File: src/rtl/char_buf_arbiter_if.sv
// Write-side bus of the character buffer arbiter: two requester channels,
// clear handshake, vblank qualifier and the registered buffer write port.
interface char_buf_arbiter_if #(
    parameter int ROW_W = 2,
    parameter int COL_W = 4,
    parameter int CW    = 6
);
    logic             clr_req;
    logic             clr_busy;
    logic             req0;
    logic [ROW_W-1:0] row0;
    logic [COL_W-1:0] col0;
    logic [CW-1:0]    data0;
    logic             ack0;
    logic             req1;
    logic [ROW_W-1:0] row1;
    logic [COL_W-1:0] col1;
    logic [CW-1:0]    data1;
    logic             ack1;
    logic             vblank;
    logic             buf_we;
    logic [ROW_W-1:0] buf_row;
    logic [COL_W-1:0] buf_col;
    logic [CW-1:0]    buf_data;
    logic             wr_err;

    modport master (
        output clr_req, req0, row0, col0, data0, req1, row1, col1, data1, vblank,
        input  clr_busy, ack0, ack1, buf_we, buf_row, buf_col, buf_data, wr_err
    );

    modport slave (
        input  clr_req, req0, row0, col0, data0, req1, row1, col1, data1, vblank,
        output clr_busy, ack0, ack1, buf_we, buf_row, buf_col, buf_data, wr_err
    );
endinterface

File: src/rtl/char_buf_arbiter.sv
// Round-robin arbiter and full-screen clear sequencer for the text character buffer.
// Define CHAR_BUF_BLANK_ONLY_EN to restrict new writes and clear steps to vblank.
module char_buf_arbiter #(
    parameter int             ROWS       = 4,
    parameter int             COLS       = 9,
    parameter int             ROW_W      = 2,
    parameter int             COL_W      = 4,
    parameter int             CW         = 6,
    parameter logic [CW-1:0]  BLANK_CODE = 6'o40
) (
    input  logic               CLOCK_50,
    input  logic               ar,
    char_buf_arbiter_if.slave  bus
);

    localparam logic [1:0] S_IDLE  = 2'd0;
    localparam logic [1:0] S_WRITE = 2'd1;
    localparam logic [1:0] S_CLEAR = 2'd2;

    typedef struct packed {
        logic [ROW_W-1:0] row;
        logic [COL_W-1:0] col;
        logic [CW-1:0]    data;
    } wr_req_t;

    logic [1:0]       state;
    logic             last;
    logic [ROW_W-1:0] cnt_row;
    logic [COL_W-1:0] cnt_col;
    logic             we_q, ack0_q, ack1_q, err_q, busy_q;
    logic [ROW_W-1:0] row_q;
    logic [COL_W-1:0] col_q;
    logic [CW-1:0]    data_q;

    wr_req_t rq0, rq1, win_rq;
    logic    allow, win, grant, in_range, clr_done, clr_step;

`ifdef CHAR_BUF_BLANK_ONLY_EN
    assign allow = bus.vblank;
`else
    logic unused_vblank;
    assign unused_vblank = bus.vblank;
    assign allow = 1'b1;
`endif

    assign rq0    = {bus.row0, bus.col0, bus.data0};
    assign rq1    = {bus.row1, bus.col1, bus.data1};
    // Under contention the requester that did not win last time goes first.
    assign win    = (bus.req0 & bus.req1) ? ~last : bus.req1;
    assign win_rq = win ? rq1 : rq0;
    assign grant  = ~bus.clr_req & (bus.req0 | bus.req1) & allow;

    assign in_range = ({1'b0, win_rq.row} < (ROW_W+1)'(ROWS)) &&
                      ({1'b0, win_rq.col} < (COL_W+1)'(COLS));

    // The counter wraps to (0,0) as the last cell goes out, so a wrapped
    // counter with the strobe still up marks the final write of the clear.
    assign clr_done = we_q && (cnt_row == '0) && (cnt_col == '0);
    assign clr_step = allow && ((state == S_IDLE && bus.clr_req) ||
                                (state == S_CLEAR && !clr_done));

    always_ff @(posedge CLOCK_50 or negedge ar) begin
        if (!ar) begin
            state   <= S_IDLE;
            last    <= 1'b1;
            cnt_row <= '0;
            cnt_col <= '0;
            we_q    <= 1'b0;
            ack0_q  <= 1'b0;
            ack1_q  <= 1'b0;
            err_q   <= 1'b0;
            busy_q  <= 1'b0;
            row_q   <= '0;
            col_q   <= '0;
            data_q  <= '0;
        end else begin
            we_q   <= 1'b0;
            ack0_q <= 1'b0;
            ack1_q <= 1'b0;
            err_q  <= 1'b0;
            case (state)
                S_IDLE: begin
                    if (bus.clr_req) begin
                        state  <= S_CLEAR;
                        busy_q <= 1'b1;
                    end else if (grant) begin
                        state  <= S_WRITE;
                        last   <= win;
                        row_q  <= win_rq.row;
                        col_q  <= win_rq.col;
                        data_q <= win_rq.data;
                        we_q   <= in_range;
                        err_q  <= ~in_range;
                        ack0_q <= ~win;
                        ack1_q <= win;
                    end
                end
                S_WRITE: state <= S_IDLE;
                S_CLEAR: begin
                    if (clr_done) begin
                        state  <= S_IDLE;
                        busy_q <= 1'b0;
                    end
                end
                default: state <= S_IDLE;
            endcase

            if (clr_step) begin
                we_q   <= 1'b1;
                row_q  <= cnt_row;
                col_q  <= cnt_col;
                data_q <= BLANK_CODE;
                if (cnt_col == COL_W'(COLS-1)) begin
                    cnt_col <= '0;
                    cnt_row <= (cnt_row == ROW_W'(ROWS-1)) ? '0 : cnt_row + 1'b1;
                end else begin
                    cnt_col <= cnt_col + 1'b1;
                end
            end
        end
    end

    assign bus.buf_we   = we_q;
    assign bus.ack0     = ack0_q;
    assign bus.ack1     = ack1_q;
    assign bus.wr_err   = err_q;
    assign bus.clr_busy = busy_q;
    assign bus.buf_row  = row_q;
    assign bus.buf_col  = col_q;
    assign bus.buf_data = data_q;

endmodule
File: src/flat_wrapper.sv
// flat-port wrapper written by rule: the top's interface ports become plain ports
module char_buf_arbiter_flat 
#(
    parameter int             ROWS       = 4,
    parameter int             COLS       = 9,
    parameter int             ROW_W      = 2,
    parameter int             COL_W      = 4,
    parameter int             CW         = 6,
    parameter logic [CW-1:0]  BLANK_CODE = 6'o40
)
  (CLOCK_50, ar, bus_clr_req, bus_req0, bus_row0, bus_col0, bus_data0, bus_req1, bus_row1, bus_col1, bus_data1, bus_vblank, bus_clr_busy, bus_ack0, bus_ack1, bus_buf_we, bus_buf_row, bus_buf_col, bus_buf_data, bus_wr_err);
  char_buf_arbiter_if #(.ROW_W(ROW_W), .COL_W(COL_W), .CW(CW)) bus_i ();
  input  logic CLOCK_50;
  input  logic ar;
  input wire logic [$bits(bus_i.clr_req)-1:0] bus_clr_req;
  input wire logic [$bits(bus_i.req0)-1:0] bus_req0;
  input wire logic [$bits(bus_i.row0)-1:0] bus_row0;
  input wire logic [$bits(bus_i.col0)-1:0] bus_col0;
  input wire logic [$bits(bus_i.data0)-1:0] bus_data0;
  input wire logic [$bits(bus_i.req1)-1:0] bus_req1;
  input wire logic [$bits(bus_i.row1)-1:0] bus_row1;
  input wire logic [$bits(bus_i.col1)-1:0] bus_col1;
  input wire logic [$bits(bus_i.data1)-1:0] bus_data1;
  input wire logic [$bits(bus_i.vblank)-1:0] bus_vblank;
  output wire logic [$bits(bus_i.clr_busy)-1:0] bus_clr_busy;
  output wire logic [$bits(bus_i.ack0)-1:0] bus_ack0;
  output wire logic [$bits(bus_i.ack1)-1:0] bus_ack1;
  output wire logic [$bits(bus_i.buf_we)-1:0] bus_buf_we;
  output wire logic [$bits(bus_i.buf_row)-1:0] bus_buf_row;
  output wire logic [$bits(bus_i.buf_col)-1:0] bus_buf_col;
  output wire logic [$bits(bus_i.buf_data)-1:0] bus_buf_data;
  output wire logic [$bits(bus_i.wr_err)-1:0] bus_wr_err;
  assign bus_i.clr_req = bus_clr_req;
  assign bus_i.req0 = bus_req0;
  assign bus_i.row0 = bus_row0;
  assign bus_i.col0 = bus_col0;
  assign bus_i.data0 = bus_data0;
  assign bus_i.req1 = bus_req1;
  assign bus_i.row1 = bus_row1;
  assign bus_i.col1 = bus_col1;
  assign bus_i.data1 = bus_data1;
  assign bus_i.vblank = bus_vblank;
  assign bus_clr_busy = bus_i.clr_busy;
  assign bus_ack0 = bus_i.ack0;
  assign bus_ack1 = bus_i.ack1;
  assign bus_buf_we = bus_i.buf_we;
  assign bus_buf_row = bus_i.buf_row;
  assign bus_buf_col = bus_i.buf_col;
  assign bus_buf_data = bus_i.buf_data;
  assign bus_wr_err = bus_i.wr_err;
  char_buf_arbiter #(.ROWS(ROWS), .COLS(COLS), .ROW_W(ROW_W), .COL_W(COL_W), .CW(CW), .BLANK_CODE(BLANK_CODE)) u_core (.CLOCK_50(CLOCK_50), .ar(ar), .bus(bus_i));
endmodule
File: config.mk
export PLATFORM = sky130hd
export DESIGN_NAME = char_buf_arbiter_flat
export DESIGN_NICKNAME = d
export VERILOG_FILES = /design/src/rtl/char_buf_arbiter_if.sv /design/src/rtl/char_buf_arbiter.sv /design/src/flat_wrapper.sv
export SDC_FILE = /design/constraint.sdc
export NUM_CORES = 1
export LEC_CHECK = 0
export BUFFER_PORTS_ARGS = -buffer_cell sky130_fd_sc_hd__clkbuf_2
export CORE_UTILIZATION = 53
export CTS_CLUSTER_DIAMETER = 80
export CTS_CLUSTER_SIZE = 20
export DETAILED_ROUTE_END_ITERATION = 8
export PLACE_DENSITY = 0.89
export SLEW_MARGIN = 20
export SYNTH_ARGS = -nofsm -noshare
export SYNTH_HDL_FRONTEND = slang
export SYNTH_SLANG_ARGS = --single-unit
export TNS_END_PERCENT = 5
File: constraint.sdc
create_clock -name CLOCK_50 -period 3.85 [get_ports CLOCK_50]
set_input_delay 0 -clock CLOCK_50 [delete_from_list [all_inputs] [get_ports CLOCK_50]]
set_output_delay 0 -clock CLOCK_50 [all_outputs]
set_load 0.02 [all_outputs]
Word-level counts from Yosys, hierarchy flattened. Cells that the tools add are included.

Input port bits: 30. Register bits after elaboration: 26.

Equal/unequal tests: 7. Order comparisons: 1. Reduce and logical (&&, ||, !) cells: 17. Add/sub/neg operators: 2. Multiplexer cells: 36. Bitwise logic cells: 7.

Operators with widths (count): $mux 6 (4); $mux 4 (5); $mux 1 (16); $mux 2 (8); $mux 12 (1); $reduce_and 3->1 (3); $reduce_bool 2->1 (3); $add 4x1->4 const B (1); $eq 2x2->1 const B (2); $eq 4x4->1 const B (1); $logic_and 1x1->1 (4); $logic_not 2->1 (2); $logic_not 4->1 (1); $lt 4x4->1 const B (1); $ne 2x1->1 const B (2); $not 1->1 (4); $pmux 2 s2 (1); $reduce_and 2->1 (2); $ne 3x2->1 const B (1); $add 2x1->2 const B (1); $and 1x1->1 (2); $ne 2x2->1 const B (1); $pmux 1 s2 (1); $logic_not 1->1 (1); 2 further kinds (2).

Depth between registers and ports, before layout.
Word-level depth: 8. Mapped depth: 8. Gate-level depth less buffers: 6.

Worst setup path after synthesis. OpenSTA, ideal clock, no wires.

Path kind: register to register. From: reg u_core.cnt_col[0]. To: reg u_core.cnt_col[3]. Setup time: 0.126 ns. Arrival: 1.538 ns. Slack: 2.186 ns. Cell stages (with the launch flop): 7. Clock period less this slack: 1.664 ns. Data required time: 3.724 ns. Cell sequence: dfrtp_1 -> inv_1 -> ha_1 -> nor2b_2 -> a41oi_2 -> o21ai_1 -> a221o_1.

Cells in the longest elaborated chain, start to end: 5. Elaborated cells between the ends (all ways): 8. Those cells by class: add/sub: 1; eq/ne: 1; mux: 1; reduce/logical: 5.

RTL lines: from (decl) (RTL line char_buf_arbiter.sv:29) `logic [COL_W-1:0] cnt_col;`; from (signal assigned) (RTL line char_buf_arbiter.sv:117) `cnt_col <= cnt_col + 1'b1;`; parallel branches: the longest is 5 deep, another holds $add 4x1->4.

Parallel ways; which one is timed is not known. A chain may end at the register's enable or synchronous reset.

Worst setup path after layout.
From: reg u_core.cnt_col[0]. To: reg u_core.data_q[5] (netlist: u_core.bus.buf_data[5]).

Cells in the longest elaborated chain, start to end: 7. Elaborated cells between the ends (all ways): 10. Those cells by class: eq/ne: 1; mux: 1; reduce/logical: 8.

RTL lines: $logic_not 4->1 * (RTL line char_buf_arbiter.sv:58) `assign clr_done = we_q && (cnt_row == '0) && (cnt_col == '0);`; $logic_and 1x1->1 * (RTL line char_buf_arbiter.sv:58); $logic_not 1->1 * (RTL line char_buf_arbiter.sv:60) `(state == S_CLEAR && !clr_done));`; $logic_and 1x1->1 * (RTL line char_buf_arbiter.sv:60); $logic_or 1x1->1 * (RTL line char_buf_arbiter.sv:59) `assign clr_step = allow && ((state == S_IDLE && bus.clr_req) ||`; $ne 2x1->1 (no source line) / $reduce_bool 2->1 (equally long branches); $reduce_and 3->1 (no source line); to (signal assigned) (RTL line char_buf_arbiter.sv:91) `data_q <= win_rq.data;`; to (decl) (RTL line char_buf_arbiter.sv:33) `logic [CW-1:0] data_q;`.

Mark *: on every way between the ends. The rest lies on a longest branch, timed or not.

==> impl_metrics.tcl <==
set metrics [dict create \
    status "finished, final reports clean" \
    syn_inst 130 \
    hold_depth 3 \
    cp-start-kind "register" \
    core.rowCount 17 \
    clkLatencyLatePin_ps 340 \
    route.top_layer_used "met4" \
    place_congestion 0.901 \
    post-route-drc-count 0 \
    min_period_ps 2800 \
    hold_path_end "u_core.bus.wr_err" \
    yosysSeqAreaShare_pct 48.2 \
    final_common_cell "clkbuf_2" \
    postRouteAntennaNets 0 \
    clk_pin_slew_worst_paths_ps 150 \
    die_y_um 52.5 \
    cts_root_buffer "clkbuf_4" \
    drt-initial-drc-count 41 \
    yosysWarnings 0 \
    die_w_um 52.5 \
    synth_nets 164 \
    r2r_end "u_core.bus.buf_data[5]" \
    cp_data_arrival_time_ps 3090 \
    fin_cells 218 \
    place_area_um2 1560 \
    drv_slew 0 \
    cts_tree "yes" \
    place_worst_setup_slack_ps 1360 \
    grt_util_all_layers_pct 30.9 \
    ys.flop_type "dfrtp_1" \
    hold_viol 0 \
    min_from "bus_col0[3]" \
    synth_area_leaders "dfrtp_1 46%, nand2_1 7.5%, a221o_1 4.4%" \
    criticalPathCategory "register to register" \
    cp_slowest_cell "a41oi_2" \
    io_buffer_count 45 \
    drt_first_pass_iters 4 \
    setup_slack_ps 1050 \
    grt_pass1_vias 1332 \
    vias 1284 \
    power.leakage_nw 0.844 \
    yosysTopAreaCell "dfrtp_1" \
    synthAdderAreaFrac_pct 3.70 \
    worstPathRequired_ps 4140 \
    grt_max_degree 27 \
    synth_top_family_by_area "compound AO/OA/AOI/OAI gates" \
    tns_ps 0 \
    synth_top_area_share_pct 46.3 \
    numCtsBuffers 3 \
    final_cell_mix "45 x clkbuf_2, 27 x nand2_1, 25 x dfrtp_1, 16 x dlygate4sd3_1, 11 x a21oi_1" \
    cts_sinks 26 \
    hold_class "primary input to register" \
    cts_resized 0 \
    max-clock-path-buffers 2 \
    ys_types 37 \
    die-area_um2 2760 \
    ios 47 \
    htreeDepth 1 \
    async_reset_ff_share_pct 100 \
    dr_wl_met3_um 170 \
    core-area_um2 2300 \
    setup_viol 0 \
    synthSimpleGateAreaFrac_pct 15.2 \
    drive_above_1_share_pct 33.2 \
    start_util_pct 58.9 \
    vias_per_cell 5.89 \
    tightestPinTransition_ps 1070 \
    antenna_found_initial 0 \
    antenna_cells 0 \
    fin_nets 225 \
    max_stage_delay_ps 890 \
    synth-xor-area-share_pct 0 \
    power_density_nw_per_um2 635 \
    routed_wl_mm 3.70 \
    max-vdd-ir-drop_mv 0.371 \
    timing.critical_path.cells "inv_1, ha_1, nor2b_2, a41oi_2, nor3_1, a31oi_1, dlygate4sd3_1" \
    dpl.cell_count 198 \
    r2r_slack_ps 1050 \
    dp_hpwl_mm 2.45 \
    maxCapViolCount 0 \
    fin_util_pct 76.5 \
    fmax_ghz 0.358 \
    synth-edff-count 0 \
    critPathMaxFanout 22 \
    reg2reg_depth 7 \
    post_cts_buffers 0 \
    postLayoutCellArea_um2 1760 \
    syn_to_final_growth_pct 29.9 \
    syn-cell-area_um2 1350 \
    worstReg2RegStart "u_core.cnt_col[0]" \
    period_share_pct 72.6 \
    avgSynthCellArea_um2 10.4 \
    crit_start "u_core.cnt_col[0]" \
    met2_length_mm 2.01 \
    synth-seq-cells 26 \
    synth_mux_area_share_pct 2.50 \
    grt_overflow 0 \
    grt_setup_unrepaired "false" \
    wl_per_cell_um 17.0 \
    grt_pass1_wl_mm 6.02 \
    relSlewSlack_pct 28.3 \
    synth_compound_area_share_pct 24.0 \
    fin_skew_ps 13.8 \
    wl_met1_mm 1.44 \
    endpoint_kind "register" \
]
## registers in the layout (all words and copies together), names as in the netlist, 2 cells and up
name,flops
u_core.bus.buf_col,4
u_core.cnt_col,4
u_core.bus.buf_row,2
u_core.bus.buf_data,6
u_core.state,2
u_core.cnt_row,2
## stage by stage
| step | total power, W | hold WS, ps |
|---|---|---|
| final | 0.00112 | 33.8 |
| after global routing | 0.00119 | 39.4 |
| after CTS | 0.00110 | 17.9 |
| after detailed placement | 0.000941 | 54.4 |
| after global placement | 0.000897 | 41.1 |
| after floorplan | 0.000812 | -296 |
## worst max-delay path, delay by kind of cell, from the launching register on
kind | cells | cell delay (ps)
flip-flops | 1 | 450
adder cells (fa/ha/maj) | 1 | 230
buffers and inverters | 2 | 660
AO/OA/AOI/OAI | 2 | 1060
AND/OR/NAND/NOR | 2 | 340
## repair_timing
item / CTS / global route
hold endpoints to repair: 33 / 0
hold buffers: 16 / 0
endpoints found under the setup margin: 0 / 0
## logic make-up (layout without fill, tap and decap cells)
logic type,Yosys count,in the layout
flip-flops,26,26
buffers and inverters,13,73
multiplexers,3,3
AND/OR/NAND/NOR,44,44
adder cells (fa/ha/maj),4,4
AO/OA/AOI/OAI,40,40
## report_power, final
| group | switching [W] | internal [W] | leakage [nW] |
|---|---|---|---|
| Sequential | 0.0000985 | 0.000368 | 0.321 |
| Combinational | 0.000297 | 0.000207 | 0.502 |
| Clock | 0.0000871 | 0.0000580 | 0.0210 |
## layer usage
| layer | vias up | global-route usage, % |
|---|---|---|
| met1 | 630 | 35.3 |
| met4 | 0 | 13.2 |
| met5 | - | 0 |
| met2 | 56 | 56.1 |
| li1 | 585 | - |
| met3 | 13 | 4.93 |
## cells in the mapped netlist (2+ instances only)
cell type and count:
buf_6 2, mux2_1 3, nand2_1 27, o21ai_0 3, a31oi_1 2, dfrtp_1 25
nor2_2 2, a311oi_2 4, a21oi_1 11, nor2_1 6, o21ai_1 3, a221o_1 6
inv_1 7, nor2b_1 2, ha_1 4, buf_2 2
## how the worst max path moves through the flow
stage	endpoint	slack (ps)	depth (start not counted)
CTS	u_core.bus.buf_data[5]	1130	7
global placement	u_core.cnt_col[3]	1470	6
finish	u_core.bus.buf_data[5]	1050	7
global route	u_core.bus.buf_data[5]	900	7
detailed placement	u_core.cnt_col[3]	1360	6
floorplan	u_core.cnt_col[3]	2190	6
## area by class of cell
type / count / area (um2)
flip-flops and latches: 26 / 652
multi-input cells: 91 / 613
fillers: 148 / 541
repair buffers: 61 / 385
clock buffers: 4 / 36.3
inverters: 8 / 35.0
well taps: 28 / 35.0
(Power assumes the default switching activity.)
